### config.mk
export PLATFORM = sky130hd
export DESIGN_NAME = sram_march_sequencer_flat
export DESIGN_NICKNAME = d
export VERILOG_FILES = /design/src/rtl/sram_march_sequencer_if.sv /design/src/rtl/sram_march_sequencer.sv /design/src/flat_wrapper.sv
export SDC_FILE = /design/constraint.sdc
export NUM_CORES = 1
export LEC_CHECK = 0
export CORE_UTILIZATION = 30
export DETAILED_ROUTE_END_ITERATION = 6
export PLACE_DENSITY_LB_ADDON = 0.15
export SKIP_LAST_GASP = 1
export SLEW_MARGIN = 40
export SYNTH_ARGS = -nofsm -noshare
export SYNTH_HDL_FRONTEND = slang
export SYNTH_SLANG_ARGS = --single-unit
export TNS_END_PERCENT = 30
### constraint.sdc
create_clock -name clk_in -period 4.5 [get_ports clk_in]
set_input_delay 1.125 -clock clk_in [delete_from_list [all_inputs] [get_ports clk_in]]
set_output_delay 1.125 -clock clk_in [all_outputs]
set_load 0.01 [all_outputs]
### src/rtl/sram_march_sequencer_if.sv
// Engine-side bus of the march sequencer: start pulses, busy flags, address,
// write data and read-back value shared with the SRAM write/read cycle engines.
interface sram_march_sequencer_if #(
   parameter int ADDR_W = 9,
   parameter int DATA_W = 8
);
   logic              wr_start_out;
   logic              wr_busy_in;
   logic              rd_start_out;
   logic              rd_busy_in;
   logic [ADDR_W-1:0] a_out;
   logic [DATA_W-1:0] d_out;
   logic [DATA_W-1:0] q_in;

   modport master (
      output wr_start_out, rd_start_out, a_out, d_out,
      input  wr_busy_in, rd_busy_in, q_in
   );
   modport slave (
      input  wr_start_out, rd_start_out, a_out, d_out,
      output wr_busy_in, rd_busy_in, q_in
   );
endinterface

### src/rtl/sram_march_sequencer.sv
// 4-phase march test sequencer (write P, read P, write ~P, read ~P) driving the
// SRAM cycle engines. Define SRAM_SEQ_ADDR_DATA_EN for the address-in-data pattern.
module sram_march_sequencer #(
   parameter int ADDR_W         = 9,
   parameter int DATA_W         = 8,
   parameter int ERR_W          = 16,
   parameter int TIMEOUT_CYCLES = 255
) (
   input  logic                  clk_in,
   input  logic                  reset_in,
   input  logic                  start_in,
   input  logic                  abort_in,
   input  logic [DATA_W-1:0]     pattern_in,
   input  logic [ADDR_W-1:0]     addr_last_in,
   sram_march_sequencer_if.master eng,
   output logic                  busy_out,
   output logic                  done_out,
   output logic [1:0]            phase_out,
   output logic [ERR_W-1:0]      err_count_out,
   output logic [ADDR_W-1:0]     first_err_addr_out,
   output logic [DATA_W-1:0]     first_err_data_out,
   output logic                  timeout_out,
   output logic                  aborted_out
);
   localparam int TMO_W = $clog2(TIMEOUT_CYCLES + 1);

   typedef enum logic [2:0] {IDLE, ISSUE, WAIT_HI, WAIT_LO, CHECK, NEXT, FINISH} state_t;
   state_t state, nstate;

   logic [DATA_W-1:0] pat_q;
   logic [ADDR_W-1:0] last_q, addr_q;
   logic [1:0]        phase_q;
   logic [TMO_W-1:0]  tmo_cnt;
   logic [DATA_W-1:0] base_d, exp_d;
   logic              sel_busy, tmo_hit, last_addr, in_run;

`ifdef SRAM_SEQ_ADDR_DATA_EN
   assign base_d = pat_q ^ addr_q[DATA_W-1:0];
`else
   assign base_d = pat_q;
`endif
   assign exp_d     = phase_q[1] ? ~base_d : base_d;
   assign sel_busy  = phase_q[0] ? eng.rd_busy_in : eng.wr_busy_in;
   assign tmo_hit   = (tmo_cnt == TMO_W'(TIMEOUT_CYCLES - 1));
   assign last_addr = (addr_q == last_q);

   always_ff @(posedge clk_in or negedge reset_in) begin
      if (!reset_in) state <= IDLE;
      else           state <= nstate;
   end

   always_comb begin
      nstate           = state;
      in_run           = (state != IDLE) && (state != FINISH);
      eng.wr_start_out = (state == ISSUE) && !phase_q[0];
      eng.rd_start_out = (state == ISSUE) &&  phase_q[0];
      done_out         = (state == FINISH);
      busy_out         = in_run;
      // Outside a run both buses park at all ones.
      eng.a_out        = in_run ? addr_q : '1;
      eng.d_out        = in_run ? exp_d  : '1;
      unique case (state)
         IDLE:    if (start_in) nstate = ISSUE;
         ISSUE:   nstate = WAIT_HI;
         WAIT_HI: if (sel_busy) nstate = WAIT_LO;
                  else if (tmo_hit) nstate = FINISH;
         WAIT_LO: if (!sel_busy) nstate = phase_q[0] ? CHECK : NEXT;
         CHECK:   nstate = NEXT;
         NEXT:    if (abort_in || (last_addr && phase_q == 2'd3)) nstate = FINISH;
                  else nstate = ISSUE;
         FINISH:  nstate = IDLE;
         default: nstate = IDLE;
      endcase
   end

   always_ff @(posedge clk_in or negedge reset_in) begin
      if (!reset_in) begin
         pat_q              <= '0;
         last_q             <= '0;
         addr_q             <= '0;
         phase_q            <= '0;
         tmo_cnt            <= '0;
         err_count_out      <= '0;
         first_err_addr_out <= '1;
         first_err_data_out <= '1;
         timeout_out        <= 1'b0;
         aborted_out        <= 1'b0;
      end else begin
         unique case (state)
            IDLE: if (start_in) begin
               pat_q              <= pattern_in;
               last_q             <= addr_last_in;
               addr_q             <= '0;
               phase_q            <= '0;
               err_count_out      <= '0;
               // First-failure capture returns to its "no failure" value.
               first_err_addr_out <= '1;
               first_err_data_out <= '1;
               timeout_out        <= 1'b0;
               aborted_out        <= 1'b0;
            end
            ISSUE: tmo_cnt <= '0;
            WAIT_HI: if (!sel_busy) begin
               if (tmo_hit) timeout_out <= 1'b1;
               else         tmo_cnt     <= tmo_cnt + 1'b1;
            end
            CHECK: if (eng.q_in != exp_d) begin
               if (err_count_out != '1) err_count_out <= err_count_out + 1'b1;
               if (err_count_out == '0) begin
                  first_err_addr_out <= addr_q;
                  first_err_data_out <= eng.q_in;
               end
            end
            NEXT: begin
               if (abort_in) aborted_out <= 1'b1;
               else if (last_addr) begin
                  addr_q <= '0;
                  if (phase_q != 2'd3) phase_q <= phase_q + 2'd1;
               end else addr_q <= addr_q + 1'b1;
            end
            default: ;
         endcase
      end
   end

   assign phase_out = phase_q;
endmodule
### src/flat_wrapper.sv
// flat-port wrapper written by rule: the top's interface ports become plain ports
module sram_march_sequencer_flat 
#(
   parameter int ADDR_W         = 9,
   parameter int DATA_W         = 8,
   parameter int ERR_W          = 16,
   parameter int TIMEOUT_CYCLES = 255
)
  (clk_in, reset_in, start_in, abort_in, pattern_in, addr_last_in, busy_out, done_out, phase_out, err_count_out, first_err_addr_out, first_err_data_out, timeout_out, aborted_out, eng_wr_start_out, eng_rd_start_out, eng_a_out, eng_d_out, eng_wr_busy_in, eng_rd_busy_in, eng_q_in);
  sram_march_sequencer_if #(.ADDR_W(ADDR_W), .DATA_W(DATA_W)) eng_i ();
  input  logic clk_in;
  input  logic reset_in;
  input  logic start_in;
  input  logic abort_in;
  input  logic [DATA_W-1:0] pattern_in;
  input  logic [ADDR_W-1:0] addr_last_in;
  output logic busy_out;
  output logic done_out;
  output logic [1:0] phase_out;
  output logic [ERR_W-1:0] err_count_out;
  output logic [ADDR_W-1:0] first_err_addr_out;
  output logic [DATA_W-1:0] first_err_data_out;
  output logic timeout_out;
  output logic aborted_out;
  output wire logic [$bits(eng_i.wr_start_out)-1:0] eng_wr_start_out;
  output wire logic [$bits(eng_i.rd_start_out)-1:0] eng_rd_start_out;
  output wire logic [$bits(eng_i.a_out)-1:0] eng_a_out;
  output wire logic [$bits(eng_i.d_out)-1:0] eng_d_out;
  input wire logic [$bits(eng_i.wr_busy_in)-1:0] eng_wr_busy_in;
  input wire logic [$bits(eng_i.rd_busy_in)-1:0] eng_rd_busy_in;
  input wire logic [$bits(eng_i.q_in)-1:0] eng_q_in;
  assign eng_wr_start_out = eng_i.wr_start_out;
  assign eng_rd_start_out = eng_i.rd_start_out;
  assign eng_a_out = eng_i.a_out;
  assign eng_d_out = eng_i.d_out;
  assign eng_i.wr_busy_in = eng_wr_busy_in;
  assign eng_i.rd_busy_in = eng_rd_busy_in;
  assign eng_i.q_in = eng_q_in;
  sram_march_sequencer #(.ADDR_W(ADDR_W), .DATA_W(DATA_W), .ERR_W(ERR_W), .TIMEOUT_CYCLES(TIMEOUT_CYCLES)) u_core (.clk_in(clk_in), .reset_in(reset_in), .start_in(start_in), .abort_in(abort_in), .pattern_in(pattern_in), .addr_last_in(addr_last_in), .eng(eng_i), .busy_out(busy_out), .done_out(done_out), .phase_out(phase_out), .err_count_out(err_count_out), .first_err_addr_out(first_err_addr_out), .first_err_data_out(first_err_data_out), .timeout_out(timeout_out), .aborted_out(aborted_out));
endmodule
==> flow_summary_export.csv <==
group,metric,value,unit
sta,setup_ws,0.641,ns
sta,setup_tns,0,ns
clock_tree,clockBufferDepth,2,
global_route,grt_pass1_wl,18300,um
global_route,grt_max_degree,75,
clock_tree,cts_hold_repair.buffers,0,
floorplan,dieHeight,120,um
critical_path,start_kind,"flop",
synthesis,synthCells,441,
synthesis,synth_edf_count,0,
min_path,hold_class,"flop to flop",
synthesis,synthTopCellsByArea,"dfrtp_1 (34%), dfstp_2 (11%), nand2_1 (7.2%), xnor2_1 (3.8%), mux2_4 (3.6%)",
floorplan,rows,42,
power_and_ir_drop,finalPower,3.28,mW
final_layout,drive_above_1_share,12.7,%
place,numPortBuffers,88,
clock_tree,clockRootBuffer,"clkbuf_16",
floorplan,dieArea,0.0144,sq mm
routing,via_per_inst,4.96,
synthesis,synthTopCellsByCount,"nand2_1 (80), dfrtp_1 (57), o21ai_0 (26), nand2b_1 (23), nor2_1 (20)",
power_and_ir_drop,power.density,593,mW/mm^2
synthesis,async_reset_ff_share,100,%
synthesis,yosysTopAreaCell,"dfrtp_1",
sta,post-route-min-period,3.86,ns
critical_path,reg2reg_slack,1.56,ns
floorplan,pin_count,89,
routing,drt-total-wl,10900,um
synthesis,synth_top_area_share,34.0,%
routing,wl_per_cell,15.5,um
clock_tree,clk-insertion-delay-late,0.33,ns
global_route,grt_use_total,16.2,%
critical_path,crit_type,"flop to output pin",
critical_path,cp.required,3.38,ns
routing,vias,3485,
flow_run,maxCapViolations,0,
sta,setup_viol,0,
floorplan,dieWidth,120,um
power_and_ir_drop,p_switching,1.17,mW
synthesis,syn-num-nets,478,
clock_tree,htreeDepth,3,
clock_tree,clkSlewWorstSetupHoldPaths,0.06,ns
sta,skew,0.00474,ns
final_layout,multiInputGateArea,0.00217,sq mm
synthesis,syn_area,0.00419,sq mm
clock_tree,cts_buffers,9,
critical_path,worst-r2r-cell-count,7,
synthesis,ys.warnings.count,0,
routing,drc,0,
final_layout,area_growth,31.8,%
place,place_congestion,0.765,
final_layout,diodes,0,
critical_path,r2r_start,"u_core.phase_out[1]$_DFFE_PN0P_",
global_route,antenna_found_initial,0,
synthesis,yosysMostFrequentCell,"nand2_1",
power_and_ir_drop,swShare,35.7,%
final_layout,fillers,1389,
synthesis,synth_seq_area_share,44.7,%
routing,drt_iter0_markers,205,
sta,hold_viol_final,0,
final_layout,seqCellArea,0.00187,sq mm
critical_path,reg2reg_to,"u_core.first_err_data_out[2]$_DFFE_PN1P_",
synthesis,ys.flop_type,"dfrtp_1",
critical_path,crit_end,"busy_out",
critical_path,critical_path.max_fanout,18,
critical_path,endpoint_kind,"output pin",
global_route,grt_pass1_vias,3633,
power_and_ir_drop,power.leakage,2.30,nW
floorplan,start_util,31.2,%
routing,ant_nets,0,
critical_path,arrival,2.73,ns
sta,max_slew_margin,46.2,%
routing,dr.pass1.iters,4,
final_layout,final_nets,559,
floorplan,core,0.0135,sq mm
power_and_ir_drop,power_frac_seq,33.3,%
synthesis,synth_cell_types,58,
place,dpl_worst_slack,0.800,ns
place,hpwlAfterDp,7570,um
synthesis,synth.avg_cell_area,9.50,sq um
global_route,grt-ovfl-total,0,
clock_tree,cts_sinks,74,
critical_path,timing.critical_path.from,"u_core.state[2]$_DFFE_PN0P_",
sta,finalCritPeriodShare,85.8,%
clock_tree,cts_tree,"built",
power_and_ir_drop,comb_power_share,44.5,%
power_and_ir_drop,p_clk_share,22.2,%
power_and_ir_drop,vdd_ir_drop_max,0.000204,V
outcome,status,"completed",
sta,drv_slew,0,
sta,rsz0062_at_grt,"no",
synthesis,ys_ff_latch,74,
clock_tree,postCtsSetupRepairBufs,0,
clock_tree,post_cts_resized,0,
sta,fmax,259,MHz
sta,worstMarginPinSlew,0.801,ns
power_and_ir_drop,power.internal,2.11,mW
-- layout make-up --
class                           count  area share (%)
Sequential cell                    74            33.9
Tap cell                          176            3.99
Inverter                           10           0.679
Multi-Input combinational cell    333            39.2
Clock inverter                      2           0.634
Timing Repair Buffer               94            16.8
Clock buffer                       14            4.78
-- how the worst min path moves through the flow --
stage | startpoint | cells past startpoint | slack (ns) | to
floorplan | u_core.last_q[0]$_DFFE_PN0P_ | 2 | 0.47 | u_core.last_q[0]$_DFFE_PN0P_
global placement | u_core.last_q[8]$_DFFE_PN0P_ | 2 | 0.49 | u_core.last_q[8]$_DFFE_PN0P_
detailed placement | u_core.last_q[0]$_DFFE_PN0P_ | 2 | 0.49 | u_core.last_q[0]$_DFFE_PN0P_
CTS | u_core.last_q[0]$_DFFE_PN0P_ | 2 | 0.50 | u_core.last_q[0]$_DFFE_PN0P_
global route | u_core.last_q[0]$_DFFE_PN0P_ | 2 | 0.52 | u_core.last_q[0]$_DFFE_PN0P_
finish | u_core.last_q[1]$_DFFE_PN0P_ | 2 | 0.50 | u_core.last_q[1]$_DFFE_PN0P_
-- cells by family (layout without fill, tap and decap cells) --
group | Yosys count | in the layout | share of synthesized area [%]
xor+xnor | 29 | 29 | 6.24
flops | 74 | 74 | 44.7
mux | 22 | 22 | 6.66
compound gates | 69 | 69 | 10.6
fa+ha+maj | 6 | 6 | 1.79
simple gates | 207 | 207 | 26.0
buf+inv | 34 | 120 | 4.03
-- placed cells by master (no fill, tap or decap), types with 6 or more instances in the layout --
cell type and n:
clkdlybuf4s50_1 87, dfstp_2 17, nand3_1 12, nand2b_1 23
clkbuf_16 9, dfrtp_1 57, nor2_1 19, or3_1 10
ha_1 6, or2b_1 8, and3_1 9, xnor2_1 18
nand2_1 80, o21ai_0 26, nand4_1 12, buf_4 6
inv_1 10, mux2_2 7, a21oi_1 16, xor2_1 10
o31ai_1 7, mux2_4 10
-- routing by layer --
metal	wire length [um]	part of all wire [%]	track usage, %
met1	5440	50	22.1
met2	4780	44	24.8
met3	476	4.4	3.25
met4	197	1.8	6.64
met5	0	0	0
-- power groups by stage --
stage	combinational [mW]	sequential [mW]	clock [mW]
floorplan	0.891	1.03	0
global placement	1.46	1.10	0
detailed placement	1.48	1.10	0
CTS	1.48	1.09	0.751
global route	1.60	1.12	0.776
finish	1.46	1.09	0.729
-- worst max-delay path, stage by stage (launching register included) --
cell             delay, ns
dfrtp_1               0.61
nor2b_1               0.47
or3_1                 0.64
clkdlybuf4s50_1       0.66
-- sequential cells by signal (all words and copies together) (netlist names) --
register,flops
u_core.first_err_addr_out,9
u_core.phase_out,2
u_core.tmo_cnt,8
u_core.first_err_data_out,8
u_core.err_count_out,16
u_core.state,3
u_core.aborted_out,1
u_core.last_q,9
u_core.addr_q,9
u_core.base_d,8
u_core.timeout_out,1
-- metrics by stage --
stage | std cells | hold WS [ns] | utilization (%) | area (sq um)
CTS | 703 | 0.500 | 41.0 | 5520
detailed placement | 687 | 0.487 | 38.8 | 5220
finish | 703 | 0.496 | 41.1 | 5530
global placement | 687 | 0.485 | 38.7 | 5210
floorplan | 441 | 0.467 | - | 4190
global route | 703 | 0.517 | 41.1 | 5530
Power figures use the tool's default switching activity.
